$ cat config.mk
export PLATFORM = sky130hd
export DESIGN_NAME = pipeline_hazard_ctrl_flat
export DESIGN_NICKNAME = d
export VERILOG_FILES = /design/src/rtl/pipeline_hazard_ctrl_if.sv /design/src/rtl/pipeline_hazard_ctrl.sv /design/src/flat_wrapper.sv
export SDC_FILE = /design/constraint.sdc
export NUM_CORES = 1
export LEC_CHECK = 0
export BUFFER_PORTS_ARGS = -buffer_cell sky130_fd_sc_hd__buf_2
export CELL_PAD_IN_SITES_DETAIL_PLACEMENT = 0
export CELL_PAD_IN_SITES_GLOBAL_PLACEMENT = 1
export CORE_MARGIN = 4
export CORE_UTILIZATION = 36
export CTS_CLUSTER_SIZE = 24
export DETAILED_ROUTE_END_ITERATION = 6
export HOLD_SLACK_MARGIN = 0.06
export PLACE_DENSITY_LB_ADDON = 0.25
export SETUP_SLACK_MARGIN = 0.02
export SYNTH_ARGS = -nofsm -noshare
export SYNTH_HDL_FRONTEND = slang
export SYNTH_SLANG_ARGS = --single-unit
$ cat constraint.sdc
create_clock -name clk -period 2.4 [get_ports clk]
set_input_delay 0 -clock clk [delete_from_list [all_inputs] [get_ports clk]]
set_output_delay 0 -clock clk [all_outputs]
set_load 0.02 [all_outputs]
$ cat src/rtl/pipeline_hazard_ctrl_if.sv
// Handshake bundle between the pipeline datapath and the hazard controller.
// The master is the pipeline side; the slave is the controller.
interface pipeline_hazard_ctrl_if #(
    parameter int CNT_W = 16
);
    logic [4:0]       ID_Rs;
    logic [4:0]       ID_Rt;
    logic             ID_useRt;
    logic [4:0]       EX_Rt;
    logic             EX_MemRd;
    logic             EX_taken;
    logic             MEM_MemRd;
    logic             MEM_MemWr;
    logic             mem_ready;
    logic             PC_write;
    logic             IFID_write;
    logic             IFID_flush;
    logic             IDEX_write;
    logic             IDEX_flush;
    logic             EXMEM_write;
    logic             MEMWB_flush;
    logic             mem_req;
    logic             mem_err;
    logic [CNT_W-1:0] stall_cnt;

    modport master (
        output ID_Rs, ID_Rt, ID_useRt, EX_Rt, EX_MemRd, EX_taken,
               MEM_MemRd, MEM_MemWr, mem_ready,
        input  PC_write, IFID_write, IFID_flush, IDEX_write, IDEX_flush,
               EXMEM_write, MEMWB_flush, mem_req, mem_err, stall_cnt
    );

    modport slave (
        input  ID_Rs, ID_Rt, ID_useRt, EX_Rt, EX_MemRd, EX_taken,
               MEM_MemRd, MEM_MemWr, mem_ready,
        output PC_write, IFID_write, IFID_flush, IDEX_write, IDEX_flush,
               EXMEM_write, MEMWB_flush, mem_req, mem_err, stall_cnt
    );
endinterface

$ cat src/rtl/pipeline_hazard_ctrl.sv
// Stall/flush sequencer for the 5-stage pipeline: load-use stalls, taken-branch
// flushes and whole-pipe freeze while a MEM-stage access waits on mem_ready.
//
// state | meaning
// IDLE  | no outstanding memory wait
// WAIT  | MEM access pending, counting cycles toward timeout
// ERR   | access timed out; pipe frozen until reset
module pipeline_hazard_ctrl #(
    parameter int MEM_TIMEOUT = 64,
    parameter int CNT_W       = 16
) (
    input logic                  clk,
    input logic                  reset,
    pipeline_hazard_ctrl_if.slave hz
);
    localparam int WCNT_W = $clog2(MEM_TIMEOUT + 1);

    typedef enum logic [1:0] {S_IDLE, S_WAIT, S_ERR} state_t;

    state_t            state_q, state_d;
    logic [WCNT_W-1:0] wcnt_q, wcnt_d;
    logic [CNT_W-1:0]  stall_cnt_q;
    logic              mem_err_q;

    logic mem_acc, freeze, lu;
    logic pc_write, ifid_write, ifid_flush, idex_write, idex_flush;
    logic exmem_write, memwb_flush, mem_req;

    assign mem_acc = hz.MEM_MemRd | hz.MEM_MemWr;
    assign freeze  = (mem_acc & ~hz.mem_ready) | (state_q == S_ERR);
    assign lu      = hz.EX_MemRd & (hz.EX_Rt != 5'd0) &
                     ((hz.EX_Rt == hz.ID_Rs) | (hz.ID_useRt & (hz.EX_Rt == hz.ID_Rt)));

    always_comb begin
        state_d = state_q;
        wcnt_d  = wcnt_q;
        case (state_q)
            S_IDLE: begin
                if (mem_acc && !hz.mem_ready) begin
                    state_d = S_WAIT;
                    wcnt_d  = WCNT_W'(1);
                end
            end
            S_WAIT: begin
                if (hz.mem_ready) begin
                    state_d = S_IDLE;
                    wcnt_d  = '0;
                end else if (wcnt_q == WCNT_W'(MEM_TIMEOUT)) begin
                    state_d = S_ERR;
                end else begin
                    wcnt_d = wcnt_q + WCNT_W'(1);
                end
            end
            default: state_d = S_ERR;
        endcase
    end

    // Reset forces a safe drain; otherwise freeze > taken > load-use > normal.
    always_comb begin
        pc_write    = 1'b1;
        ifid_write  = 1'b1;
        ifid_flush  = 1'b0;
        idex_write  = 1'b1;
        idex_flush  = 1'b0;
        exmem_write = 1'b1;
        memwb_flush = 1'b0;
        mem_req     = reset & mem_acc & (state_q != S_ERR);
        if (!reset) begin
            pc_write    = 1'b0;
            ifid_write  = 1'b0;
            idex_write  = 1'b0;
            exmem_write = 1'b0;
            ifid_flush  = 1'b1;
            idex_flush  = 1'b1;
            memwb_flush = 1'b1;
        end else if (freeze) begin
            pc_write    = 1'b0;
            ifid_write  = 1'b0;
            idex_write  = 1'b0;
            exmem_write = 1'b0;
            memwb_flush = 1'b1;
        end else if (hz.EX_taken) begin
            ifid_flush = 1'b1;
            idex_flush = 1'b1;
        end else if (lu) begin
            pc_write   = 1'b0;
            ifid_write = 1'b0;
            idex_flush = 1'b1;
        end
    end

    always_ff @(posedge clk) begin
        if (!reset) begin
            state_q     <= S_IDLE;
            wcnt_q      <= '0;
            stall_cnt_q <= '0;
            mem_err_q   <= 1'b0;
        end else begin
            state_q <= state_d;
            wcnt_q  <= wcnt_d;
            if (state_d == S_ERR)
                mem_err_q <= 1'b1;
            if (!pc_write && !(&stall_cnt_q))
                stall_cnt_q <= stall_cnt_q + CNT_W'(1);
        end
    end

    assign hz.PC_write    = pc_write;
    assign hz.IFID_write  = ifid_write;
    assign hz.IFID_flush  = ifid_flush;
    assign hz.IDEX_write  = idex_write;
    assign hz.IDEX_flush  = idex_flush;
    assign hz.EXMEM_write = exmem_write;
    assign hz.MEMWB_flush = memwb_flush;
    assign hz.mem_req     = mem_req;
    assign hz.mem_err     = mem_err_q;
    assign hz.stall_cnt   = stall_cnt_q;
endmodule

$ cat src/flat_wrapper.sv
// flat-port wrapper written by rule: the top's interface ports become plain ports
module pipeline_hazard_ctrl_flat 
#(
    parameter int MEM_TIMEOUT = 64,
    parameter int CNT_W       = 16
)
  (clk, reset, hz_ID_Rs, hz_ID_Rt, hz_ID_useRt, hz_EX_Rt, hz_EX_MemRd, hz_EX_taken, hz_MEM_MemRd, hz_MEM_MemWr, hz_mem_ready, hz_PC_write, hz_IFID_write, hz_IFID_flush, hz_IDEX_write, hz_IDEX_flush, hz_EXMEM_write, hz_MEMWB_flush, hz_mem_req, hz_mem_err, hz_stall_cnt);
  pipeline_hazard_ctrl_if #(.CNT_W(CNT_W)) hz_i ();
  input logic clk;
  input logic reset;
  input wire logic [$bits(hz_i.ID_Rs)-1:0] hz_ID_Rs;
  input wire logic [$bits(hz_i.ID_Rt)-1:0] hz_ID_Rt;
  input wire logic [$bits(hz_i.ID_useRt)-1:0] hz_ID_useRt;
  input wire logic [$bits(hz_i.EX_Rt)-1:0] hz_EX_Rt;
  input wire logic [$bits(hz_i.EX_MemRd)-1:0] hz_EX_MemRd;
  input wire logic [$bits(hz_i.EX_taken)-1:0] hz_EX_taken;
  input wire logic [$bits(hz_i.MEM_MemRd)-1:0] hz_MEM_MemRd;
  input wire logic [$bits(hz_i.MEM_MemWr)-1:0] hz_MEM_MemWr;
  input wire logic [$bits(hz_i.mem_ready)-1:0] hz_mem_ready;
  output wire logic [$bits(hz_i.PC_write)-1:0] hz_PC_write;
  output wire logic [$bits(hz_i.IFID_write)-1:0] hz_IFID_write;
  output wire logic [$bits(hz_i.IFID_flush)-1:0] hz_IFID_flush;
  output wire logic [$bits(hz_i.IDEX_write)-1:0] hz_IDEX_write;
  output wire logic [$bits(hz_i.IDEX_flush)-1:0] hz_IDEX_flush;
  output wire logic [$bits(hz_i.EXMEM_write)-1:0] hz_EXMEM_write;
  output wire logic [$bits(hz_i.MEMWB_flush)-1:0] hz_MEMWB_flush;
  output wire logic [$bits(hz_i.mem_req)-1:0] hz_mem_req;
  output wire logic [$bits(hz_i.mem_err)-1:0] hz_mem_err;
  output wire logic [$bits(hz_i.stall_cnt)-1:0] hz_stall_cnt;
  assign hz_i.ID_Rs = hz_ID_Rs;
  assign hz_i.ID_Rt = hz_ID_Rt;
  assign hz_i.ID_useRt = hz_ID_useRt;
  assign hz_i.EX_Rt = hz_EX_Rt;
  assign hz_i.EX_MemRd = hz_EX_MemRd;
  assign hz_i.EX_taken = hz_EX_taken;
  assign hz_i.MEM_MemRd = hz_MEM_MemRd;
  assign hz_i.MEM_MemWr = hz_MEM_MemWr;
  assign hz_i.mem_ready = hz_mem_ready;
  assign hz_PC_write = hz_i.PC_write;
  assign hz_IFID_write = hz_i.IFID_write;
  assign hz_IFID_flush = hz_i.IFID_flush;
  assign hz_IDEX_write = hz_i.IDEX_write;
  assign hz_IDEX_flush = hz_i.IDEX_flush;
  assign hz_EXMEM_write = hz_i.EXMEM_write;
  assign hz_MEMWB_flush = hz_i.MEMWB_flush;
  assign hz_mem_req = hz_i.mem_req;
  assign hz_mem_err = hz_i.mem_err;
  assign hz_stall_cnt = hz_i.stall_cnt;
  pipeline_hazard_ctrl #(.MEM_TIMEOUT(MEM_TIMEOUT), .CNT_W(CNT_W)) u_core (.clk(clk), .reset(reset), .hz(hz_i));
endmodule
==> flow_summary.ini <==
[pwr]
leakagePower_uw = 0.000764
p_per_area_nw_per_um2 = 523
finalPower_uw = 969
ir_drop_mv = 0.352

[logic_synthesis]
synth-async-reset-ratio_pct = 0
yosys.cell_types.count = 39
synth_edf_count = 0
yosys_register_bits = 26
synthesis.area_um2 = 1500
synth-main-ff-cell = dfxtp_1
syn_inst = 186
netlist_top_cells_count = dfxtp_1, a21oi_1, nor2_1
syn_avg_cell_area_um2 = 8.06
yosysTopAreaCellShare_pct = 34.7
synth_area_leaders = dfxtp_1, a21oi_1, xnor2_1
synth_nets = 212
yosysMostFrequentCell = dfxtp_1
yosys.area.top_type = dfxtp_1
yosys_warnings = 0
synth_seq_area_share_pct = 34.7

[routing]
drtIter0Drc = 67
drc = 0
ant_nets = 0
num_vias = 1431
first_pass_iters = 4
wl_per_cell_um = 12.2
wl_um = 3490
routed_via_density = 5.02

[worst_setup_path]
crit_family = simple AND/OR/NAND/NOR gates
required_ps = 2560
path_buf_inv = 1
max_stage_delay_ps = 420
critPathKind = flip-flop to flip-flop
crit_path_top_delay_cell = dfxtp_1
endpoint_kind = flip-flop
startpoint_type = flip-flop
arrival_ps = 2230
crit_path_max_fanout = 28
worstRegToRegCells = 8
cp_cell_sequence = ha_1, nand3_1, nor4b_4, nor3_2, a21oi_4, buf_4, mux2i_1, nor2_1
critical_path_depth = 8

[grt]
grt_max_degree = 29
grt_usage_pct = 13.1
antenna_found_initial = 0
grt_pass1_wl_um = 5780
overflow = 0
first_global_vias = 1276

[sta]
period_needed_ps = 2070
drv_slew = 0
fin_skew_ps = 7.61
fin_crit_sh_pct = 86.2
worst_pin_slew_ps = 447
max_freq_mhz = 483
hold_viol_final = 0
slew_headroom_pct = 70.0
setup_tns_ps = 0
rsz0062_at_grt = false
finalSetupViolCount = 0

[placed_design]
gp_congestion = 0.784
portBuffers = 47
dp.cells = 279
dpl.hpwl_um = 2640

[die]
ios = 48
core_area_um2 = 4000
die_area_um2 = 5260
initial_core_util_pct = 37.5
rows = 23
die_h_um = 72.5
dieWidth_um = 72.5

[clock_network]
cts.sinks = 26
clk_latency_ps = 270
postCtsHoldBufs = 2
cts_buffers = 3
htreeDepth = 1
post_cts_buffers = 0
cts_buffer_depth = 2
cts.repair.resized = 0
clk_pin_slew_ps = 100
cts_tree = yes
clockRootBuffer = clkbuf_8

[flow_run]
max_cap_violations = 0

[layout]
diodes = 0
num-nets-final = 262
area_growth_pct = 23.6
layout.cells.non_filler = 285
layout-drive-gt1-share_pct = 24.7

[status]
status = complete, no violations

[min_path]
min_path_cells = 5
hp-class = input port to flip-flop
-- metal layers --
| metal | share of wire, % | vias up | GRT usage (%) |
|---|---|---|---|
| met5 | 0 | - | 0 |
| li1 | - | 767 | - |
| met3 | 9.0 | 2 | 2.63 |
| met2 | 38 | 47 | 19.8 |
| met1 | 52 | 615 | 19.3 |
| met4 | 0.37 | 0 | 2.46 |
-- cell usage in the layout (no fill, tap or decap), drive strengths merged --
master / n
clkbuf: 3
nor3: 2
o22ai: 1
a21o: 1
and3: 4
nand3: 11
or4: 3
a21boi: 1
and2: 1
nand4: 8
inv: 9
o311a: 1
dfxtp: 26
o21bai: 1
xor2: 6
a41o: 1
dlygate4sd3: 2
a21oi: 21
or3: 12
nand2: 12
bufinv: 1
xnor2: 10
buf: 50
o21a: 1
o31ai: 2
a2111oi: 1
nor2: 20
ha: 3
nor4b: 1
nor4: 2
mux2i: 1
and4: 2
o21ai: 14
nand2b: 1
-- worst paths after layout --
kind / from / end / slack (ps)
max: u_core.hz.stall_cnt[0] / u_core.hz.stall_cnt[1] / 330
min: hz_MEM_MemRd / u_core.state_q[0] / 210
max reg2reg: u_core.hz.stall_cnt[0] / u_core.hz.stall_cnt[1] / 330
min reg2reg: u_core.hz.mem_err / u_core.hz.mem_err / 450
-- cells by family (layout without fill, tap and decap cells) --
kind of cell,Yosys count,count (layout),synth area share (%)
AND/OR/NAND/NOR,79,79,28.6
AO/OA/AOI/OAI,45,45,18.0
flip-flops,26,26,34.7
XOR/XNOR,16,16,9.35
buffers and inverters,16,65,6.09
adder cells (fa/ha/maj),3,3,2.50
multiplexers,1,1,0.668
-- sequential cells by signal, summed over array words and instances, names as in the netlist --
signal               cells
u_core.state_q           2
u_core.wcnt_q            7
u_core.hz.stall_cnt     16
u_core.hz.mem_err        1
-- worst register-to-register path: stages (launching register included) --
cell     delay [ps]
dfxtp_1         420
ha_1            260
nand3_1         160
nor4b_4         350
nor3_2           90
a21oi_4         140
buf_4           270
mux2i_1         220
nor2_1           50
-- where the power goes --
| part | total (µW) | leakage, µW | switching (µW) | internal, µW |
|---|---|---|---|---|
| Combinational | 153 | 0.000518 | 88.5 | 64.0 |
| Clock | 365 | 0.0000357 | 141 | 223 |
| Sequential | 452 | 0.000210 | 11.8 | 440 |
-- final cells by class --
| class | count | area [µm²] |
|---|---|---|
| multi-input combinational | 144 | 887 |
| clock inverter | 1 | 30.0 |
| tap | 50 | 62.6 |
| timing repair buffer | 52 | 278 |
| clock buffer | 3 | 41.3 |
| fill | 415 | 2150 |
| sequential | 26 | 520 |
| inverter | 9 | 33.8 |
-- stage by stage --
step                hold WS, ps  setup slack (ps)  util (%)  cell area, µm²
floorplan                  78.5               298         -            1500
global placement            260               452      44.0            1760
detailed placement          267               342      44.0            1760
CTS                         202               323      46.3            1850
global route                303               144      46.3            1850
finish                      207               331      46.3            1850
Power figures use the tool's default switching activity.
